**src/rtl/traffic_pkg.sv**
```systemverilog
// rtl/traffic_pkg.sv - shared types and defaults for the traffic request conditioner
package traffic_pkg;

  typedef enum logic [1:0] {
    IDLE    = 2'd0,
    ARMED   = 2'd1,
    SERVING = 2'd2
  } channel_state_t;

  localparam int DEFAULT_DEBOUNCE_CYCLES = 4;
  localparam int DEFAULT_WAIT_WIDTH      = 8;

endpackage

```
**src/rtl/traffic_request_conditioner_if.sv**
```systemverilog
// rtl/traffic_request_conditioner_if.sv - one request channel: raw input, green feedback, request and wait
interface traffic_request_conditioner_if #(
  parameter int WAIT_WIDTH = traffic_pkg::DEFAULT_WAIT_WIDTH
);
  logic                  raw;
  logic                  green;
  logic                  request;
  logic [WAIT_WIDTH-1:0] wait_count;

  modport master (output raw, output green, input request, input wait_count);
  modport slave  (input raw, input green, output request, output wait_count);
endinterface

```
**src/rtl/request_channel.sv**
```systemverilog
// rtl/request_channel.sv - synchronizer, debouncer, request FSM, pend flag and wait counter
module request_channel
  import traffic_pkg::*;
#(
  parameter int DEBOUNCE_CYCLES = DEFAULT_DEBOUNCE_CYCLES,
  parameter int WAIT_WIDTH      = DEFAULT_WAIT_WIDTH
) (
  input  logic                          clock,
  input  logic                          reset_n,
  traffic_request_conditioner_if.slave  ch
);

  localparam logic [7:0]            LAST_COUNT = 8'(DEBOUNCE_CYCLES - 1);
  localparam logic [WAIT_WIDTH-1:0] WAIT_MAX   = '1;
  localparam logic [WAIT_WIDTH-1:0] WAIT_ONE   = WAIT_WIDTH'(1);

  logic [1:0]            sync;
  logic                  level;
  logic [7:0]            count;
  logic                  rise;
  logic                  pend;
  logic                  request;
  logic [WAIT_WIDTH-1:0] wait_count;
  channel_state_t        state;

  // rise is a registered one-cycle pulse, so the FSM reacts one edge after the level flips
  always_ff @(posedge clock or negedge reset_n) begin
    if (!reset_n) begin
      sync  <= '0;
      level <= 1'b0;
      count <= '0;
      rise  <= 1'b0;
    end else begin
      sync <= {sync[0], ch.raw};
      rise <= 1'b0;
      if (sync[1] == level) begin
        count <= '0;
      end else if (count == LAST_COUNT) begin
        level <= sync[1];
        count <= '0;
        rise  <= sync[1];
      end else begin
        count <= count + 8'd1;
      end
    end
  end

  always_ff @(posedge clock or negedge reset_n) begin
    if (!reset_n) begin
      state      <= IDLE;
      request    <= 1'b0;
      wait_count <= '0;
      pend       <= 1'b0;
    end else begin
      case (state)
        IDLE: begin
          if (rise) begin
            state      <= ARMED;
            request    <= 1'b1;
            wait_count <= '0;
          end
        end
        ARMED: begin
          if (ch.green) begin
            state      <= SERVING;
            request    <= 1'b0;
            wait_count <= '0;
            pend       <= rise;
          end else if (wait_count != WAIT_MAX) begin
            wait_count <= wait_count + WAIT_ONE;
          end
        end
        SERVING: begin
          // a press landing on the same edge green drops still counts as pending
          if (!ch.green) begin
            pend <= 1'b0;
            if (pend || rise) begin
              state      <= ARMED;
              request    <= 1'b1;
              wait_count <= '0;
            end else begin
              state <= IDLE;
            end
          end else if (rise) begin
            pend <= 1'b1;
          end
        end
        default: begin
          state      <= IDLE;
          request    <= 1'b0;
          wait_count <= '0;
          pend       <= 1'b0;
        end
      endcase
    end
  end

  assign ch.request    = request;
  assign ch.wait_count = wait_count;

  a_serving_quiet: assert property (@(posedge clock) disable iff (!reset_n)
    (state == SERVING) |-> !request);
  a_wait_no_wrap: assert property (@(posedge clock) disable iff (!reset_n)
    (request && $past(request)) |-> (wait_count >= $past(wait_count)));
  a_request_has_cause: assert property (@(posedge clock) disable iff (!reset_n)
    $rose(request) |-> $past(rise || pend));

endmodule

```
**src/rtl/traffic_request_conditioner.sv**
```systemverilog
// rtl/traffic_request_conditioner.sv - top: independent pedestrian and turn request channels
module traffic_request_conditioner
  import traffic_pkg::*;
#(
  parameter int DEBOUNCE_CYCLES = DEFAULT_DEBOUNCE_CYCLES,
  parameter int WAIT_WIDTH      = DEFAULT_WAIT_WIDTH
) (
  input  logic                  clock,
  input  logic                  reset_n,
  input  logic                  pedestrian_button,
  input  logic                  turn_sensor,
  input  logic                  pedestrian_green,
  input  logic                  turn_green,
  output logic                  pedestrian_request,
  output logic                  turn_request,
  output logic [WAIT_WIDTH-1:0] pedestrian_wait,
  output logic [WAIT_WIDTH-1:0] turn_wait
);

  traffic_request_conditioner_if #(.WAIT_WIDTH(WAIT_WIDTH)) ped_ch ();
  traffic_request_conditioner_if #(.WAIT_WIDTH(WAIT_WIDTH)) turn_ch ();

  assign ped_ch.raw    = pedestrian_button;
  assign ped_ch.green  = pedestrian_green;
  assign turn_ch.raw   = turn_sensor;
  assign turn_ch.green = turn_green;

  assign pedestrian_request = ped_ch.request;
  assign pedestrian_wait    = ped_ch.wait_count;
  assign turn_request       = turn_ch.request;
  assign turn_wait          = turn_ch.wait_count;

  request_channel #(
    .DEBOUNCE_CYCLES(DEBOUNCE_CYCLES),
    .WAIT_WIDTH     (WAIT_WIDTH)
  ) u_pedestrian (
    .clock  (clock),
    .reset_n(reset_n),
    .ch     (ped_ch)
  );

  request_channel #(
    .DEBOUNCE_CYCLES(DEBOUNCE_CYCLES),
    .WAIT_WIDTH     (WAIT_WIDTH)
  ) u_turn (
    .clock  (clock),
    .reset_n(reset_n),
    .ch     (turn_ch)
  );

endmodule

```
**config.mk**
```make
export PLATFORM = sky130hd
export DESIGN_NAME = traffic_request_conditioner
export DESIGN_NICKNAME = d
export VERILOG_FILES = /design/src/rtl/traffic_pkg.sv /design/src/rtl/traffic_request_conditioner_if.sv /design/src/rtl/request_channel.sv /design/src/rtl/traffic_request_conditioner.sv
export SDC_FILE = /design/constraint.sdc
export NUM_CORES = 1
export LEC_CHECK = 0
export CORE_MARGIN = 4
export CORE_UTILIZATION = 35
export DETAILED_ROUTE_END_ITERATION = 8
export SLEW_MARGIN = 15
export SYNTH_ARGS = -nofsm -noshare
export SYNTH_HDL_FRONTEND = slang
export SYNTH_SLANG_ARGS = --single-unit
```
**constraint.sdc**
```tcl
create_clock -name clock -period 4.9 [get_ports clock]
set_input_delay 0.49 -clock clock [delete_from_list [all_inputs] [get_ports clock]]
set_output_delay 0.49 -clock clock [all_outputs]
set_load 0.02 [all_outputs]
```
Word level (Yosys, flattened, before mapping):

Cells that the tools add are included.

* bits in registers: 48
* bits in latches: 0
* bits in writable memories: 0
* memory bits (read-only): 0
* input bits: 6
* output and inout bits: 18
* word-level logic and storage cells: 106
* memories kept: 0

* $add $sub $neg: 4
* multiply operators: 0
* divide/modulo/power cells: 0
* $lt $le $gt $ge: 0
* equality and inequality tests: 22
* shift-type cells: 0
* multiplexer cells: 46
* bitwise gates (word level): 4
* reduce and logical (&&, ||, !) cells: 14

Operators with widths (count)
* $mux W8: 14
* $pmux W8 S3: 2
* $add A8 B1 Y8 const B: 4
* $mux W1: 18
* $eq A8 B2 Y1 const B: 2
* $ne A8 B8 Y1 const B: 2
* $reduce_and A4 Y1: 4
* $mux W2: 6
* $ne A3 B2 Y1 const B: 4
* $pmux W1 S3: 4
* $pmux W2 S3: 2
* $reduce_and A3 Y1: 4
* $ne A2 B1 Y1 const B: 4
* $ne A2 B2 Y1 const B: 4
* $eq A2 B1 Y1 const B: 2
* $eq A2 B2 Y1 const B: 2
* $logic_not A2 Y1: 2
* $not A1 Y1: 4
* $reduce_and A2 Y1: 2
* $eq A1 B1 Y1: 2
* $logic_or A1 B1 Y1: 2

Depth between registers and ports, before layout:

* depth in word-level cells: 4
* gate-level depth with buffers: 7

Hierarchy:

From an unflattened synthesis, not the netlist that was laid out.

* cells, all modules: 246
* area total of the unflattened synthesis: 2447.3 sq um

By module, submodules not included
* request_channel: instances 2, cells an instance 123, area each 1223.7 sq um, seq. area each 600.6 sq um

Worst setup path after synthesis:

OpenSTA, ideal clock, no wires.

* kind: reg2reg
* start: register u_turn.state[0]
* end: register u_turn.wait_count[0], in the netlist u_turn.ch.wait_count[0]
* library setup time: 0.125 ns
* arrival time: 1.642 ns
* data required time: 4.775 ns
* path slack: 3.133 ns
* cell stages (with the launch flop): 7
* buffers on the path: 0
* cells stage by stage: dfrtp_1 > inv_1 > ha_1 > or3b_1 > and3_4 > nand2_1 > mux2_2

* word-level cells in the longest chain between the ends: 3
* elaborated cells on any way between the ends: 9
* those cells by class: 6 x eq/ne; 1 x mux; 2 x reduce/logical

RTL lines
* start: declaration: RTL line request_channel.sv:24 `channel_state_t state;`
* start signal: assignment: RTL line request_channel.sv:50 `state <= IDLE;`
* start signal: assignment: RTL line request_channel.sv:58 `state <= ARMED;`
* start signal: assignment: RTL line request_channel.sv:65 `state <= SERVING;`
* $eq A2 B1 Y1, or another cell as far along: RTL line request_channel.sv:55 `case (state)`
* $ne A3 B2 Y1 (no line), or another cell as far along
* $reduce_and A4 Y1 (no line)
* end signal: assignment: RTL line request_channel.sv:70 `wait_count <= wait_count + WAIT_ONE;`
* end: declaration: RTL line request_channel.sv:23 `logic [WAIT_WIDTH-1:0] wait_count;`

Several ways; a longest one is shown, not always the timed one.
A chain may end at the register's enable or synchronous reset.

Worst setup path after layout:

* start: register u_turn.state[1]
* end: register u_turn.wait_count[0], in the netlist u_turn.ch.wait_count[0]

The elaborated chain is that of the path after synthesis.

==> results.cfg <==
[timing]
slew_headroom_pct = 59.2
fin_hold_ws_ns = 0.278
max_clock_freq_mhz = 505
skew_ns = 0.00722
timing_hold_violations_final = 0
grt_setup_unrepaired = false
tightest_slew_ns = 0.612
slew_viol_final = 0
setup_viol = 0
post-route-min-period_ns = 1.98
fin_crit_sh_pct = 40.4
fin_setup_tns_ns = 0

[global_route]
antenna_found_initial = 0
grt_max_degree = 49
overflow = 0
grt_util_all_layers_pct = 11.0
grt_first_pass_wirelength_um = 7580
grt_pass1_vias = 1663

[floorplanning]
rows = 30
start_util_pct = 36.1
die_area_um2 = 8450
ios = 24
core_area_um2 = 6830
die_h_um = 91.9
die_w_um = 91.9

[setup_path]
path_max_fanout = 7
critPathLaunchType = flip-flop
worstSetupPathType = flip-flop to flip-flop
worstPathRequired_ns = 5.09
end_kind = flip-flop
worstPathArrival_ns = 2.17

[clocking]
numCtsBuffers = 5
cts.sinks = 48
hold_buffers = 0
cts.repair.resized = 0
cts_tree = done
cts.path.max_buffers = 2
insertion_delay_ns = 0.30
h-tree-depth = 2
postCtsSetupRepairBufs = 0
path_clk_slew_ns = 0.09
cts-root-buf = clkbuf_8

[synthesis]
synth_edf_count = 0
synth_ff_type = dfrtp_1
seq_area_frac_synth_pct = 48.8
muxShareOfSynthArea_pct = 3.20
synth_area_um2 = 2460
synth_compound_area_share_pct = 11.9
synth_xor_area_share_pct = 4.98
ys_ff_latch = 48
syn_avg_cell_area_um2 = 10.6
syn_inst = 232
synth_top_family_by_area = simple AND/OR/NAND/NOR gates
synthAdderAreaFrac_pct = 7.11
yosys.area_share.simple_pct = 22.0
synth.distinct_cells = 49
yosys_warnings = 0
synth_nets = 252
synthArstFlopShare_pct = 100

[final_layout]
multi_input_area_um2 = 1210
nFillCells = 683
seqCellArea_um2 = 1200
layout_commonest_cell = dfrtp_1
final_cell_mix = 48 x dfrtp_1, 22 x clkdlybuf4s50_1, 21 x nor2_1
syn_to_final_growth_pct = 17.4
antenna_cells = 0
nets = 281
drive_gt1_share_pct = 10.7

[power]
power.leakage_nw = 1.27
pwr-share-clk_pct = 18.8
ir_drop_uv = 131
combPwrFrac_pct = 39.9
p_switching_mw = 0.478
power_switching_share_pct = 37.7
powerDensity_nw_per_um2 = 439
pwr-share-seq_pct = 41.3
internal-power_mw = 0.792

[routing]
wl_per_cell_um = 12.6
drtPass1Iterations = 4
drc = 0
drtAntennaViolNets = 0
dr_total_vias = 1783
viasPerCell = 4.98
finalWirelength_um = 4520
drtIter0Drc = 99

[place]
dp_hpwl_um = 3210
gp_congestion = 0.777
placement.io_buffers = 23

[run_status]
status = completed

[worst_hold_path]
hold_path.class = input pin to async pin

[flow_run]
maxCapViolations = 0
[synthesized netlist by cell type (2+ instances only)]
cell      number  area [um2]
nand2_1       15        56.3
ha_1          14         175
nor4_1         3        18.8
nor2b_1        2        12.5
xnor2_1        5        43.8
nand4_1        4        25.0
o211ai_1       2        15.0
nor2_1        21        78.8
a21oi_1       17        85.1
nand2b_1       3        18.8
or3b_1         2        17.5
dfrtp_1       48        1200
a32o_1         2        20.0
nand3_1       15        75.1
xor2_1         9        78.8
or4_1          2        15.0
mux2_2         7        78.8
o21ai_0        6        30.0
o31ai_1        2        15.0
nor3_1         6        30.0
nor3b_1        2        15.0
and3_1         8        50.1
inv_1          9        33.8
o41ai_1        3        26.3
[layer usage]
layer | vias to the layer above | routed length (um) | global-route usage (%)
met5 | - | 0 | 0
met4 | 0 | 60 | 3.71
met3 | 7 | 157 | 3.04
met2 | 24 | 1950 | 16.6
met1 | 856 | 2350 | 15.3
li1 | 896 | - | -
[final cells by class]
class / count / area share, %
Multi-Input combinational cell: 173 / 41.9
Sequential cell: 48 / 41.5
Timing Repair Buffer: 24 / 8.04
Tap cell: 96 / 4.15
Clock buffer: 6 / 2.85
Inverter: 9 / 1.17
Clock inverter: 2 / 0.346
[worst max-delay path, stage by stage, from the launching register on]
cell and delay [ns]:
dfrtp_1 0.41, inv_1 0.11, ha_1 0.18, nor2b_1 0.43, nand3_1 0.23, nand2_1 0.19, mux2_2 0.34
[kinds of logic after synthesis]
family | Yosys count
and+or+nand+nor | 96
DFF | 48
AOI/OAI and AO/OA | 42
xor gates and xnor gates | 14
adders and majority gates | 14
buffers and inverters | 11
muxes | 7
[power by group through the flow]
stage | clock network, mW | registers [mW] | logic, mW
after CTS | 0.251 | 0.525 | 0.513
after floorplan | 0 | 0.537 | 0.375
final | 0.239 | 0.525 | 0.507
after detailed placement | 0 | 0.533 | 0.512
after global routing | 0.267 | 0.537 | 0.569
after global placement | 0 | 0.531 | 0.506
[flip-flops by register name, summed over array words and instances (netlist names)]
signal and flops:
u_pedestrian.rise 1, u_pedestrian.count 8, u_turn.rise 1, u_pedestrian.state 2, u_turn.level 1, u_turn.pend 1, u_turn.ch.wait_count 8, u_pedestrian.ch.request 1
u_pedestrian.ch.wait_count 8, u_pedestrian.pend 1, u_turn.sync 2, u_turn.state 2, u_turn.ch.request 1, u_turn.count 8, u_pedestrian.level 1, u_pedestrian.sync 2
[path summary, 6_finish.rpt]
kind                                                 from                             endpoint  slack, ns  cells after the start
min reg2reg                u_pedestrian.sync[0]$_DFF_PN0_       u_pedestrian.sync[1]$_DFF_PN0_       0.36                      0
min in group clock         u_pedestrian.sync[0]$_DFF_PN0_       u_pedestrian.sync[1]$_DFF_PN0_       0.36                      0
max                           u_turn.state[1]$_DFFE_PN0P_  u_turn.ch.wait_count[0]$_DFFE_PN0P_       2.92                      6
min                                               reset_n  u_turn.ch.wait_count[7]$_DFFE_PN0P_       0.28                      2
max reg2reg                   u_turn.state[1]$_DFFE_PN0P_  u_turn.ch.wait_count[0]$_DFFE_PN0P_       2.92                      6
max in group asynchronous                         reset_n            u_turn.count[0]$_DFF_PN0_       4.21                      2
[metrics by stage]
| step | util, % | setup WS, ns | total power, mW | instances | area, um2 |
|---|---|---|---|---|---|
| finish | 42.3 | 2.92 | 1.27 | 358 | 2890 |
| global route | 42.3 | 2.71 | 1.37 | 358 | 2890 |
| global placement | 41.0 | 2.71 | 1.04 | 350 | 2800 |
| floorplan | - | 3.13 | 0.912 | 232 | 2460 |
| CTS | 42.3 | 2.89 | 1.29 | 358 | 2890 |
| detailed placement | 41.0 | 2.62 | 1.05 | 350 | 2800 |
Power figures use the tool's default switching activity.
